`src/rtl/rv_decode_stage.sv`:
```
// RISC-V base-ISA decode stage: field split, format/immediate/illegal decode,
// and a 2-entry valid/ready skid buffer with flush and a retired-decode counter.
module rv_decode_stage #(
  parameter int unsigned XLEN  = 32,
  parameter int unsigned CNT_W = 32
) (
  input  logic             clk,
  input  logic             rst,
  input  logic             flush,
  input  logic             in_valid,
  output logic             in_ready,
  input  logic [31:0]      instruction,
  output logic             out_valid,
  input  logic             out_ready,
  output logic [6:0]       opcode,
  output logic [4:0]       rd,
  output logic [2:0]       func3,
  output logic [4:0]       rs1,
  output logic [4:0]       rs2,
  output logic [6:0]       func7,
  output logic [2:0]       fmt,
  output logic [XLEN-1:0]  imm,
  output logic             illegal,
  output logic [CNT_W-1:0] dec_count
);

  localparam int unsigned ILEN = 32;

  localparam logic [2:0] FMT_R    = 3'd0;
  localparam logic [2:0] FMT_I    = 3'd1;
  localparam logic [2:0] FMT_S    = 3'd2;
  localparam logic [2:0] FMT_B    = 3'd3;
  localparam logic [2:0] FMT_U    = 3'd4;
  localparam logic [2:0] FMT_J    = 3'd5;
  localparam logic [2:0] FMT_NONE = 3'd7;

  typedef enum logic [1:0] {EMPTY, ONE, TWO} state_e;

  typedef struct packed {
    logic [ILEN-1:0] instr;
    logic [2:0]      fmt;
    logic [XLEN-1:0] imm;
    logic            illegal;
  } entry_t;

  state_e          state_q, state_d;
  entry_t          head_q, head_d;
  entry_t          skid_q, skid_d;
  entry_t          dec_c;
  logic            in_ready_q, out_valid_q;
  logic [CNT_W-1:0] cnt_q, cnt_d;
  logic [ILEN-1:0] imm32_c;
  logic            acc_c, pop_c;

  // Combinational decode of the offered word into a full buffer record.
  always_comb begin
    dec_c         = '0;
    imm32_c       = '0;
    dec_c.instr   = instruction;
    dec_c.fmt     = FMT_NONE;
    dec_c.illegal = 1'b1;
    if (instruction[1:0] == 2'b11) begin
      dec_c.illegal = 1'b0;
      case (instruction[6:0])
        7'b0110011:                                    dec_c.fmt = FMT_R;
        7'b0010011, 7'b0000011, 7'b1100111,
        7'b0001111, 7'b1110011:                        dec_c.fmt = FMT_I;
        7'b0100011:                                    dec_c.fmt = FMT_S;
        7'b1100011:                                    dec_c.fmt = FMT_B;
        7'b0110111, 7'b0010111:                        dec_c.fmt = FMT_U;
        7'b1101111:                                    dec_c.fmt = FMT_J;
        default: begin
          dec_c.fmt     = FMT_NONE;
          dec_c.illegal = 1'b1;
        end
      endcase
    end
    case (dec_c.fmt)
      FMT_I: imm32_c = {{20{instruction[31]}}, instruction[31:20]};
      FMT_S: imm32_c = {{20{instruction[31]}}, instruction[31:25], instruction[11:7]};
      FMT_B: imm32_c = {{19{instruction[31]}}, instruction[31], instruction[7],
                        instruction[30:25], instruction[11:8], 1'b0};
      FMT_U: imm32_c = {instruction[31:12], 12'b0};
      FMT_J: imm32_c = {{11{instruction[31]}}, instruction[31], instruction[19:12],
                        instruction[20], instruction[30:21], 1'b0};
      default: imm32_c = '0;
    endcase
    dec_c.imm = XLEN'($signed(imm32_c));
  end

  assign acc_c = in_valid & in_ready_q;
  assign pop_c = out_valid_q & out_ready;

  // Buffer next-state: head is the presented entry, skid holds the second.
  always_comb begin
    state_d = state_q;
    head_d  = head_q;
    skid_d  = skid_q;
    cnt_d   = pop_c ? cnt_q + CNT_W'(1) : cnt_q;
    case (state_q)
      EMPTY: if (acc_c) begin
        state_d = ONE;
        head_d  = dec_c;
      end
      ONE: begin
        if (acc_c && !pop_c) begin
          state_d = TWO;
          skid_d  = dec_c;
        end else if (acc_c && pop_c) begin
          head_d = dec_c;
        end else if (pop_c) begin
          state_d = EMPTY;
        end
      end
      TWO: if (pop_c) begin
        state_d = ONE;
        head_d  = skid_q;
      end
      default: state_d = EMPTY;
    endcase
    if (flush) begin
      state_d = EMPTY;
    end
  end

  always_ff @(posedge clk or posedge rst) begin
    if (rst) begin
      state_q     <= EMPTY;
      head_q      <= '0;
      skid_q      <= '0;
      in_ready_q  <= 1'b1;
      out_valid_q <= 1'b0;
      cnt_q       <= '0;
    end else begin
      state_q     <= state_d;
      head_q      <= head_d;
      skid_q      <= skid_d;
      in_ready_q  <= (state_d != TWO);
      out_valid_q <= (state_d != EMPTY);
      cnt_q       <= cnt_d;
    end
  end

  assign in_ready  = in_ready_q;
  assign out_valid = out_valid_q;
  assign opcode    = head_q.instr[6:0];
  assign rd        = head_q.instr[11:7];
  assign func3     = head_q.instr[14:12];
  assign rs1       = head_q.instr[19:15];
  assign rs2       = head_q.instr[24:20];
  assign func7     = head_q.instr[31:25];
  assign fmt       = head_q.fmt;
  assign imm       = head_q.imm;
  assign illegal   = head_q.illegal;
  assign dec_count = cnt_q;

endmodule

```
`config.mk`:
```
export PLATFORM = sky130hd
export DESIGN_NAME = rv_decode_stage
export DESIGN_NICKNAME = d
export VERILOG_FILES = /design/src/rtl/rv_decode_stage.sv
export SDC_FILE = /design/constraint.sdc
export NUM_CORES = 1
export LEC_CHECK = 0
export BUFFER_PORTS_ARGS = -buffer_cell sky130_fd_sc_hd__buf_4
export CAP_MARGIN = 20
export CELL_PAD_IN_SITES_DETAIL_PLACEMENT = 2
export CELL_PAD_IN_SITES_GLOBAL_PLACEMENT = 2
export CORE_MARGIN = 5
export CORE_UTILIZATION = 37
export CTS_BUF_LIST = sky130_fd_sc_hd__clkbuf_4 sky130_fd_sc_hd__clkbuf_8 sky130_fd_sc_hd__clkbuf_16
export CTS_CLUSTER_DIAMETER = 200
export DETAILED_ROUTE_END_ITERATION = 12
export PLACE_DENSITY = 0.87
export RECOVER_POWER = 100
export SETUP_SLACK_MARGIN = 0.3
export SYNTH_ARGS = -nofsm -noshare
export SYNTH_HDL_FRONTEND = slang
export SYNTH_SLANG_ARGS = --single-unit
export TNS_END_PERCENT = 10
```
`constraint.sdc`:
```
create_clock -name clk -period 14 [get_ports clk]
set_input_delay 1.4 -clock clk [delete_from_list [all_inputs] [get_ports clk]]
set_output_delay 1.4 -clock clk [all_outputs]
set_load 0.01 [all_outputs]
```
* Word level (Yosys, flattened, before mapping)
Index checks and enable logic that the tools add are counted.
** Word-level totals
- Bits in registers :: 172
- Latch bits :: 0
- Bits in writable memories :: 0
- ROM bits :: 0
- Bits of input ports :: 37
- Output and inout bits :: 102
- Word-level logic and storage cells :: 67
- Memories :: 0
** Operators by class
- $add $sub $neg :: 1
- Multipliers :: 0
- Divide/modulo/power cells :: 0
- Magnitude comparators :: 0
- Eq/ne operators :: 24
- Shift-type cells :: 0
- Multiplexer cells :: 17
- Bitwise gates (word level) :: 2
- Reductions and logical operators :: 11
** Operators with widths (count)
- $mux W68 :: 4
- $pmux W68 S3 :: 1
- $pmux W32 S5 :: 1
- $add A32 B1 Y32 const B :: 1
- $eq A7 B7 Y1 const B :: 4
- $eq A7 B6 Y1 const B :: 3
- $pmux W3 S6 :: 1
- $eq A7 B5 Y1 const B :: 2
- $mux W2 :: 6
- $reduce_or A11 Y1 :: 1
- $ne A2 B2 Y1 const B :: 5
- $eq A7 B2 Y1 const B :: 1
- $eq A7 B4 Y1 const B :: 1
- $eq A3 B2 Y1 const B :: 2
- $eq A3 B3 Y1 const B :: 2
- $pmux W2 S3 :: 1
- $reduce_and A5 Y1 :: 1
- $reduce_or A5 Y1 :: 1
- $eq A2 B2 Y1 const B :: 2
- $eq A3 B1 Y1 const B :: 1
- $mux W3 :: 1
- $reduce_bool A3 Y1 :: 1
- $and A1 B1 Y1 :: 2
- $eq A2 B1 Y1 const B :: 1
- other kinds (7) :: 9

* Longest topological paths before layout
- Depth after elaboration :: 9
- Mapped depth :: 8
- Mapped depth without buffers :: 5

* Worst setup path after synthesis
OpenSTA, ideal clock, no wires.
- Path kind :: in2reg
- Start point :: input instruction[2]
- End point :: register head_q (netlist bit imm[20])
- Library setup time :: 0.127 ns
- Data arrival time :: 2.598 ns
- Required time :: 13.873 ns
- Slack :: 11.275 ns
- Cell stages on the path :: 6
- Buffers on the path :: 1
- Cell sequence :: nand2b_1 a2111oi_4 a21oi_2 a21oi_1 buf_2 a211oi_1
** Between the ends
- Longest elaborated chain between the ends :: 9
- Elaborated cells between the ends (all ways) :: 25
- Those cells by class :: eq/ne (16); mux (7); reduce/logical (2)
** RTL lines
- start, declared :: RTL line 12 : input logic [31:0] instruction,
- $eq A7 B5 Y1 (tied with other cells) :: RTL line 64 : case (instruction[6:0])
- $reduce_or A5 Y1 or $reduce_or A2 Y1 (tied branches) :: RTL line 64
- $pmux W3 S6 (*) :: RTL line 64
- $mux W3 (*) :: RTL line 62 : if (instruction[1:0] == 2'b11) begin
- $eq A3 B3 Y1 (tied with other cells) :: RTL line 78 : case (dec_c.fmt)
- $pmux W32 S5 (*) :: RTL line 78
- $mux W68 :: RTL line 109 : end else if (acc_c && pop_c) begin
- $mux W68 :: RTL line 106 : if (acc_c && !pop_c) begin
- $pmux W68 S3 (*) :: RTL line 100 : case (state_q)
- end signal, assigned :: RTL line 129 : head_q <= '0;
- end signal, assigned :: RTL line 136 : head_q <= head_d;
- end, declared :: RTL line 47 : entry_t head_q, head_d;
Every way passes the cells marked *; elsewhere a longest branch is shown, timed or not. The select of a mux whose other input is x is not followed.
A chain may end at the register's enable or synchronous reset.

==> reports/results.ini <==
[cts]
ctsLongestPathBuffers = 2
path_clk_slew_ns = 0.07
cts_inserted_buffers = 17
cts_root_buffer = clkbuf_16
cts_tree = yes
cts_setup_buffers = 0
clock_latency_ns = 0.43
clock_sinks = 172
cts_max_level = 4
post_cts_resized = 0
postCtsHoldBufs = 0

[floorplanning]
dieArea_sq_mm = 0.0234
core_area_sq_mm = 0.0202
placementRows = 52
chipWidth_um = 153
start_util = 0.375
io_pins = 139
die_y_um = 153

[route]
via_per_inst = 5.48
routed_wl_mm = 26.6
drc = 0
vias = 6578
ant_nets = 0
drt_iter0_drc = 274
drt-pass1-iter-count = 5
routedWlPerCell_um = 22.2

[synth]
yosysWarnings = 0
synthesis.instances = 801
yosys.area.top_type = dfrtp_1
synth-seq-area-share = 0.569
synth_cell_types = 54
async_flop_share = 1.00
syn_area_per_cell_sq_um = 9.45
synth_nets = 839
synthTopCellsByArea = dfrtp_1 57%, nand2_1 10%, nor2_1 4.5%, a31oi_1 3.1%, a21oi_1 2.8%
synth_ff_type = dfrtp_1
synth_top_area_frac = 0.565
syn-cell-area_sq_mm = 0.00757
synth-seq-cells = 172
synth_enable_flop_cells = 0

[worst_setup_path]
cp-end-kind = async pin
worstPathArrival_ns = 7.34
critPathMostFrequentCell = clkbuf_1
path_max_fanout = 92
ff2ff_path_depth = 6
crit_path_top_delay_cell = clkinvlp_2
timing.critical_path.cells = clkbuf_1 > clkinvlp_2 > clkbuf_1 > clkbuf_1
critical_path.max_stage_delay_ns = 2.33
cp.required_ns = 13.97
crit_type = input pin to async pin
startpoint_type = input pin

[grt]
grt_pass1_vias = 7359
track_usage = 0.227
grt_pass1_wl_mm = 42.3
grt_max_degree = 102
antenna_found_initial = 0
grt-ovfl-total = 0

[timing]
clock_skew_ns = 0.00708
grt_setup_unrepaired = no
slew_violations = 381
slew_headroom = -1.80
finalCritPeriodShare = 0.527
setup_tns_ns = 0
hold_violations = 0
setup_viol = 0
fin_crit_ns = 7.37
max_freq_mhz = 136
worst-slew-pin-transition_ns = 4.17

[pwr]
clockPowerShare = 0.325
peakVddDrop_v = 0.0000912
seqPwrFrac = 0.466
p_leak_nw = 3.91
p_switching_w = 0.000518
p_sw_frac = 0.330
comb_power_share = 0.209
finalPower_w = 0.00157
p_per_area_mw_per_mm2 = 175
internal-power_w = 0.00105

[min_path]
hold_depth = 2
hp-class = register to register

[layout]
layout-drive-gt1-share = 0.0838
layout_commonest_cell = nand2_1
finalNetCount = 956
antennaDiodeCount = 0
layout_common_cells = 206 x nand2_1, 171 x dfrtp_1, 110 x clkbuf_1
fill_cells = 2303
area_growth_pct = 18.5

[placed_design]
gp_congestion = 0.774
port_buffers = 138
dpl.hpwl_mm = 17.1

[run]
maxCapViolCount = 7

[status]
status = finished, violations left
violations = max-capacitance violations, max-slew violations

==> per-layer routing <==
layer	part of all wire	vias to the layer above	global-route usage
met4	0.013	0	0.0569
met3	0.043	26	0.0385
met1	0.42	3414	0.287
li1	-	2980	-
met5	0	-	0
met2	0.53	158	0.403
==> worst paths after layout <==
path                                        start                endpoint  slack (ns)
min reg2reg                skid_q[64]$_DFFE_PP0P_  skid_q[64]$_DFFE_PP0P_        0.48
max reg2reg                   out_valid$_DFF_PP0_      fmt[2]$_DFFE_PP0P_        8.55
max in group clk                        out_ready      fmt[2]$_DFFE_PP0P_        7.83
min in group asynchronous                     rst  skid_q[53]$_DFFE_PP0P_        2.22
max                                           rst     imm[20]$_DFFE_PP0P_        6.63
min                        skid_q[64]$_DFFE_PP0P_  skid_q[64]$_DFFE_PP0P_        0.48
==> synthesized netlist by cell type, types with 3 or more instances <==
cell / instances
a211oi_1: 21
a21oi_1: 42
a21oi_2: 4
a221o_1: 6
a22o_1: 6
a22oi_1: 4
a31oi_1: 38
and2_1: 5
and3_1: 13
and4_1: 4
buf_1: 10
buf_2: 19
clkbuf_1: 17
dfrtp_1: 171
inv_1: 5
nand2_1: 206
nand2b_1: 4
nand3_1: 6
nand4_1: 5
nor2_1: 91
nor2b_1: 3
nor3_1: 23
o21ai_0: 12
o21ai_1: 6
o22ai_1: 5
or3_1: 6
xnor2_1: 22
xor2_1: 9
==> stage by stage <==
step / std cells / hold WS (ns) / util / area (sq um) / worst slack (ns)
6_report: 1201 / 0.477 / 0.445 / 8970 / 6.63
5_1_grt: 1201 / 0.505 / 0.445 / 8970 / 5.30
4_1_cts: 1199 / 0.481 / 0.468 / 9440 / 10.74
3_5_place_dp: 1167 / 0.463 / 0.437 / 8810 / 10.36
3_3_place_gp: 1167 / 0.458 / 0.437 / 8810 / 10.47
2_1_floorplan: 801 / 0.445 / - / 7570 / 7.94
==> worst max-delay path, delay by kind of cell <==
family	cells	cell delay, ns
buffers and inverters	4	5.89
==> flip-flops by register name, indices dropped and copies added (netlist names) <==
signal	flops
state_q	2
opcode	7
rs2	5
imm	32
fmt	3
func3	3
rs1	5
illegal	1
rd	5
out_valid	1
dec_count	32
func7	7
in_ready	1
skid_q	68
==> power by group through the flow <==
| stage | Clock [W] | Combinational, W | Sequential [W] |
|---|---|---|---|
| floorplan | 0 | 0.000178 | 0.000736 |
| CTS | 0.000522 | 0.000381 | 0.000735 |
| finish | 0.000511 | 0.000328 | 0.000733 |
| global placement | 0 | 0.000348 | 0.000729 |
| detailed placement | 0 | 0.000370 | 0.000739 |
| global route | 0.000544 | 0.000371 | 0.000750 |
==> cells by family after synthesis <==
kind of cell	count (synthesis)	synth area share
flops	172	0.569
buf+inv	53	0.0304
compound gates	155	0.134
fa+ha+maj	1	0.00165
xor+xnor	31	0.0359
simple gates	389	0.229
==> cell type report <==
class | instances | area (sq um) | area share
tap | 270 | 338 | 0.0377
clock buffer | 18 | 433 | 0.0483
sequential | 172 | 4310 | 0.480
clock inverter | 14 | 196 | 0.0219
timing repair buffer | 146 | 683 | 0.0762
inverter | 5 | 20.0 | 0.00223
multi-input combinational | 576 | 2990 | 0.334
Note: power is estimated with default switching activity, not from simulation.
